File: src/rtl/bsg_fifo_reorder_issue_sched.sv
// Issue scheduler sharing one reorder FIFO among several requesters: round-robin
// issue tagged with the allocated reorder id, in-order responses steered back by source.
module bsg_fifo_reorder_issue_sched #(
  parameter int num_req_p = 4,
  parameter int els_p     = 16,
  parameter int width_p   = 32,
  parameter int max_out_p = 4,
  localparam int lg_els_lp = (els_p > 1) ? $clog2(els_p) : 1,
  localparam int lg_req_lp = (num_req_p > 1) ? $clog2(num_req_p) : 1
) (
  input  logic                         clk,
  input  logic                         reset,
  input  logic [num_req_p-1:0]         req_v_i,
  input  logic [num_req_p*width_p-1:0] req_data_i,
  output logic [num_req_p-1:0]         req_yumi_o,
  input  logic                         alloc_v_i,
  input  logic [lg_els_lp-1:0]         alloc_id_i,
  output logic                         alloc_yumi_o,
  output logic                         issue_v_o,
  output logic [width_p-1:0]           issue_data_o,
  output logic [lg_els_lp-1:0]         issue_id_o,
  output logic [lg_req_lp-1:0]         issue_src_o,
  input  logic                         issue_ready_i,
  input  logic                         deq_v_i,
  input  logic [width_p-1:0]           deq_data_i,
  output logic                         deq_yumi_o,
  output logic [num_req_p-1:0]         resp_v_o,
  output logic [width_p-1:0]           resp_data_o,
  input  logic [num_req_p-1:0]         resp_yumi_i
);

  localparam int cnt_w_lp = $clog2(max_out_p + 1);
  localparam int occ_w_lp = $clog2(els_p + 1);

  logic [lg_req_lp-1:0] rr_q, rr_d;
  logic [cnt_w_lp-1:0]  cnt_q [num_req_p];
  logic [cnt_w_lp-1:0]  cnt_d [num_req_p];
  logic [lg_req_lp-1:0] idq_mem_q [els_p];
  logic [lg_els_lp-1:0] rd_q, rd_d, wr_q, wr_d;
  logic [occ_w_lp-1:0]  occ_q, occ_d;

  logic [num_req_p-1:0] eligible;
  logic [lg_req_lp-1:0] winner;
  logic [width_p-1:0]   win_data;
  logic [lg_req_lp-1:0] head;
  logic                 qfull, qempty;
  logic                 issue_v_raw, resp_v_raw;
  logic                 grant, pop;

  assign qfull  = (occ_q == occ_w_lp'(els_p));
  assign qempty = (occ_q == '0);

  always_comb begin
    eligible = '0;
    for (int i = 0; i < num_req_p; i++) begin
      eligible[i] = req_v_i[i] & (cnt_q[i] < cnt_w_lp'(max_out_p));
    end
  end

  // Lowest eligible overall, then overridden by the lowest eligible at or above rr.
  always_comb begin
    winner = '0;
    for (int i = num_req_p - 1; i >= 0; i--) begin
      if (eligible[i]) winner = lg_req_lp'(i);
    end
    for (int i = num_req_p - 1; i >= 0; i--) begin
      if (eligible[i] && (lg_req_lp'(i) >= rr_q)) winner = lg_req_lp'(i);
    end
  end

  always_comb begin
    win_data = '0;
    for (int i = 0; i < num_req_p; i++) begin
      if (winner == lg_req_lp'(i)) win_data = req_data_i[i*width_p +: width_p];
    end
  end

  assign issue_v_raw = alloc_v_i & (|eligible) & ~qfull;
  assign grant       = issue_v_raw & issue_ready_i & ~reset;

  assign head       = idq_mem_q[rd_q];
  assign resp_v_raw = deq_v_i & ~qempty & ~reset;
  assign pop        = resp_v_raw & resp_yumi_i[head];

  assign issue_v_o    = issue_v_raw & ~reset;
  assign issue_data_o = reset ? '0 : win_data;
  assign issue_id_o   = reset ? '0 : alloc_id_i;
  assign issue_src_o  = reset ? '0 : winner;
  assign alloc_yumi_o = grant;
  assign resp_data_o  = reset ? '0 : deq_data_i;
  assign deq_yumi_o   = pop;

  always_comb begin
    req_yumi_o = '0;
    resp_v_o   = '0;
    for (int i = 0; i < num_req_p; i++) begin
      if (grant && (winner == lg_req_lp'(i)))    req_yumi_o[i] = 1'b1;
      if (resp_v_raw && (head == lg_req_lp'(i))) resp_v_o[i]   = 1'b1;
    end
  end

  always_comb begin
    rr_d  = rr_q;
    wr_d  = wr_q;
    rd_d  = rd_q;
    occ_d = occ_q;
    if (grant) begin
      rr_d = (winner == lg_req_lp'(num_req_p - 1)) ? '0 : winner + lg_req_lp'(1);
      wr_d = (wr_q == lg_els_lp'(els_p - 1)) ? '0 : wr_q + lg_els_lp'(1);
    end
    if (pop) begin
      rd_d = (rd_q == lg_els_lp'(els_p - 1)) ? '0 : rd_q + lg_els_lp'(1);
    end
    unique case ({grant, pop})
      2'b10:   occ_d = occ_q + occ_w_lp'(1);
      2'b01:   occ_d = occ_q - occ_w_lp'(1);
      default: occ_d = occ_q;
    endcase
  end

  // A grant and a return for the same requester in one cycle cancel out.
  always_comb begin
    for (int i = 0; i < num_req_p; i++) begin
      cnt_d[i] = cnt_q[i];
      if (grant && (winner == lg_req_lp'(i)) && !(pop && (head == lg_req_lp'(i)))) begin
        if (cnt_q[i] < cnt_w_lp'(max_out_p)) cnt_d[i] = cnt_q[i] + cnt_w_lp'(1);
      end else if (pop && (head == lg_req_lp'(i)) && !(grant && (winner == lg_req_lp'(i)))) begin
        if (cnt_q[i] != '0) cnt_d[i] = cnt_q[i] - cnt_w_lp'(1);
      end
    end
  end

  always_ff @(posedge clk) begin
    if (reset) begin
      rr_q  <= '0;
      wr_q  <= '0;
      rd_q  <= '0;
      occ_q <= '0;
      for (int i = 0; i < num_req_p; i++) cnt_q[i] <= '0;
    end else begin
      rr_q  <= rr_d;
      wr_q  <= wr_d;
      rd_q  <= rd_d;
      occ_q <= occ_d;
      for (int i = 0; i < num_req_p; i++) cnt_q[i] <= cnt_d[i];
    end
  end

  always_ff @(posedge clk) begin
    if (grant) idq_mem_q[wr_q] <= winner;
  end

`ifndef SYNTHESIS
  always_ff @(posedge clk) begin
    if (!reset) begin
      assert (!(deq_v_i && qempty))
        else $fatal(1, "deq_v_i asserted with empty requester-id queue");
      assert ((resp_yumi_i & ~resp_v_o) == '0)
        else $fatal(1, "resp_yumi_i asserted without resp_v_o");
      assert (!(qfull && alloc_v_i))
        else $fatal(1, "alloc_v_i with full requester-id queue: depth mismatch");
    end
  end
`endif

endmodule

File: config.mk
export PLATFORM = sky130hd
export DESIGN_NAME = bsg_fifo_reorder_issue_sched
export DESIGN_NICKNAME = d
export VERILOG_FILES = /design/src/rtl/bsg_fifo_reorder_issue_sched.sv
export SDC_FILE = /design/constraint.sdc
export NUM_CORES = 1
export LEC_CHECK = 0
export BUFFER_PORTS_ARGS = -buffer_cell sky130_fd_sc_hd__buf_4
export CAP_MARGIN = 20
export CORE_MARGIN = 2
export CORE_UTILIZATION = 42
export CTS_CLUSTER_SIZE = 20
export DETAILED_ROUTE_END_ITERATION = 12
export PLACE_DENSITY = 0.75
export SLEW_MARGIN = 0
export SYNTH_ARGS = -nofsm -noshare
export SYNTH_HDL_FRONTEND = slang
export SYNTH_SLANG_ARGS = --single-unit
File: constraint.sdc
create_clock -name clk -period 3.6 [get_ports clk]
set_input_delay 0.72 -clock clk [delete_from_list [all_inputs] [get_ports clk]]
set_output_delay 0.72 -clock clk [all_outputs]
set_load 0.02 [all_outputs]
==> results.toml <==
[sta]
final_hold_viol_count = 0
worstMarginPinSlew_ps = 1030
final.hold.worst_slack_ps = 523
fin_crit_ps = 3480
timing.final.max_slew_violations = 0
setup_violations = 0
finClkSkew_ps = 8.14
setup-tns-final_ps = 0
min_period_over_period = 0.968
final.setup.worst_slack_ps = 116
max-slew-margin-rel = 0.313
maxClockFrequency_mhz = 287

[worst_setup_path]
timing_worst_setup_path_type = "in2out"
reg2reg_slack_ps = 200
timing.critical_path.max_delay_family = "simple AND/OR/NAND/NOR gates"
cp_data_arrival_time_ps = 2760
critical_path.cell_chain = "buf_4, nor2b_2, nor2b_1, o21ai_0, nand2_2, ha_4, buf_12, nand3b_1, a21oi_1, a21oi_1, nor2_1, a21oi_1, nor2_1, buf_4"
critical_path.slowest_cell = "ha_4"
timing.critical_path.slowest_cell_delay_ps = 220
rr_endpoint = "occ_q[4]$_SDFFE_PP0P_"
critical_path_buf_inv_count = 3
critPathLaunchType = "input port"
cp-end-kind = "output pin"
worst_r2r_path_depth = 14
critPathMaxFanout = 45
timing.critical_path.required_ps = 2880
critPathMostFrequentCell = "a21oi_1"

[worst_hold_path]
worst_hold_path.endpoint = "rr_q[1]$_SDFFE_PP0P_"
worst_min_delay_path_startpoint = "rr_q[1]$_SDFFE_PP0P_"
hold_depth = 2
min_path_type = "reg2reg"

[synth]
synth_cells = 623
largest_family_of_logic_cells_by_synthesized_area = "simple AND/OR/NAND/NOR gates"
ys_dominant_reg_cell = "edfxtp_1"
synth.mux.area_fraction = 0.0712
post_synth_xor_area_fraction = 0.0320
synth_area_leaders = "edfxtp_1, dfxtp_1, a21oi_1"
synth_edf_count = 32
syn_nets = 825
synth.lib_cells_used.distinct = 52
synthAdderAreaFrac = 0.0636
syn_area_per_cell_sq_um = 7.90
sequential_element_share_of_the_synthesized_area = 0.321
synth_top_area_cell = "edfxtp_1"
synth_top_area_frac = 0.195
async_flop_share = 0
synth.ff_latch_count = 63
basic_gate_share_of_the_synthesized_area_counting_and_or_nand_and_nor_cells = 0.285
synth-warning-count = 0
synth.cell_area_sq_mm = 0.00492
synth_compound_gate_area_share = 0.177

[run_status]
status = "finished, final reports clean"

[floorplan]
floorplan.initialDensity = 0.431
fp.dieArea_sq_mm = 0.0126
die_h_um = 112
core_sq_mm = 0.0114
top_level_ports = 258
die_w_um = 112
rows = 39

[routing]
routedWlPerCell_um = 16.5
routed_via_count_divided_by_cell_count = 5.29
first_iter_violations = 307
drtAntennaViolNets = 0
drt-pass1-iter-count = 6
vias_after_detailed_routing = 5432
final_wirelength_mm = 16.9
drc = 0

[clocking]
clk_pin_slew_ps = 50
numCtsBuffers = 9
worstSkewPairLatency_ps = 320
clk_path_buf_depth = 2
clock_sink_count = 63
ctsRootBufferMaster = "clkbuf_16"
clock_tree.htree_level_count = 3
clock_tree_from_tritoncts = "yes"

[final_layout]
final_core_utilization = 0.660
filler_cell_count = 969
synthToLayoutAreaGrowth_pct = 53.1
fin_nets = 1079
layout_cell_share_with_drive_strength_beyond_1 = 0.382
final_design_area_no_fill_sq_mm = 0.00754
layout_cells_excl_fill = 1026

[placement]
dp.cells = 1007
place_congestion = 0.886
placement.io_buffers = 257
hpwl_mm = 12.9
worst_case_setup_slack_after_placement_ps = 7.66
place_area_sq_mm = 0.00716

[grt]
grt-ovfl-total = 0
gr_usage_total = 0.254
first_global_vias = 5459
grt_pass1_wl_mm = 26.1
antenna_found_initial = 1
grt_start_max_net_pins = 96

[power_and_ir_drop]
total_power_mw = 2.38
power.density_cell_area_mw_per_mm2 = 315
cellLeakagePower_nw = 3.35
vdd_drop_max_uv = 284

[run]
timing.max_cap.violations = 0
[flip-flops by register name, summed over array words and instances (netlist names), named ones only]
register,flops
idq_mem_q,32
cnt_q,12
rd_q,4
occ_q,5
wr_q,4
rr_q,2
[where the power goes]
| group | internal (mW) | switching [mW] | leakage, nW |
|---|---|---|---|
| registers | 0.763 | 0.00657 | 0.544 |
| clock network | 0.533 | 0.310 | 0.136 |
| logic | 0.374 | 0.389 | 2.67 |
[synthesized netlist by cell type, drive strengths merged (3+ instances only)]
cell type / instances
inv: 17
dfxtp: 31
a211oi: 7
nor2b: 44
clkbuf: 36
nor4: 7
and3: 5
nand2: 57
a21o: 4
and2: 19
nand2b: 4
mux2i: 17
buf: 9
nand3: 3
mux4: 5
ha: 25
xnor2: 13
nand3b: 32
nor2: 91
xor2: 5
o21ai: 8
edfxtp: 32
nor3: 8
a21oi: 109
mux2: 5
o31a: 3
[area by class of cell]
class                      instances  area (sq um)  area share
inverter                          17          63.8     0.00847
tap                              143           179      0.0237
multi-input combinational        498          3180       0.422
antenna                            1          2.50    0.000332
timing repair buffer             288          2230       0.296
clock buffer                      10           229      0.0304
clock inverter                     6          62.6     0.00830
sequential                        63          1590       0.211
[per-layer routing]
layer,up-vias,GRT usage,share of wire
li1,2687,-,-
met1,2500,0.287,0.39
met2,208,0.471,0.52
met3,37,0.0470,0.062
met4,0,0.102,0.026
met5,-,0,0
[worst max-delay path by stage]
stage / slack (ps) / start / end / cells past startpoint
6_report: 120 / req_v_i[0] / issue_data_o[2] / 14
5_1_grt: -90 / req_v_i[0] / issue_data_o[9] / 14
4_1_cts: 8 / flop / occ_q[4]$_SDFFE_PP0P_ / 14
3_5_place_dp: 8 / flop / occ_q[4]$_SDFFE_PP0P_ / 14
3_3_place_gp: 160 / req_v_i[2] / cnt_q[1][2]$_SDFFE_PP0P_ / 15
2_1_floorplan: 10 / req_v_i[2] / cnt_q[0][2]$_SDFFE_PP0P_ / 11
[cell families (layout without fill, tap and decap cells)]
group / Yosys count / after routing
buffers and inverters: 62 / 321
multiplexers: 27 / 27
XOR/XNOR: 18 / 18
AND/OR/NAND/NOR: 277 / 277
adder cells (fa/ha/maj): 25 / 25
AO/OA/AOI/OAI: 151 / 151
flip-flops: 63 / 63
other: 0 / 1
[worst min-delay path, cell delays in order (launching register included)]
cell and delay (ps):
dfxtp_1 320, nor2_1 100, a211oi_1 50
[cells in the final DEF (no fill, tap or decap), types with 4 or more instances in the layout]
cell type | netlist | layout
o21ai_0 | 8 | 8
ha_1 | 25 | 20
dfxtp_1 | 31 | 28
and3_1 | 5 | 5
nand2b_1 | 4 | 4
xor2_1 | 5 | 5
mux4_2 | 3 | 4
a211oi_1 | 7 | 7
inv_1 | 17 | 17
ha_2 | 0 | 4
nor2b_1 | 44 | 41
xnor2_1 | 13 | 13
nor4_1 | 7 | 7
clkbuf_16 | 0 | 10
buf_4 | 0 | 283
and2_1 | 19 | 19
nor2_1 | 91 | 81
nor3_1 | 8 | 8
nor2_2 | 0 | 10
edfxtp_1 | 32 | 32
a21oi_1 | 109 | 107
nand3b_1 | 32 | 32
buf_12 | 0 | 4
a21o_1 | 4 | 4
nand2_1 | 57 | 56
mux2i_1 | 17 | 16
[what timing repair did]
action                                  in CTS  in global routing
pin swaps                                    0                  1
buffers inserted                             0                  1
resized for setup                            1                 20
gates cloned                                 0                  1
hold buffers                                 0                  0
endpoints found under the setup margin       1                 33
No activity file was read; power rests on OpenSTA's default activity.
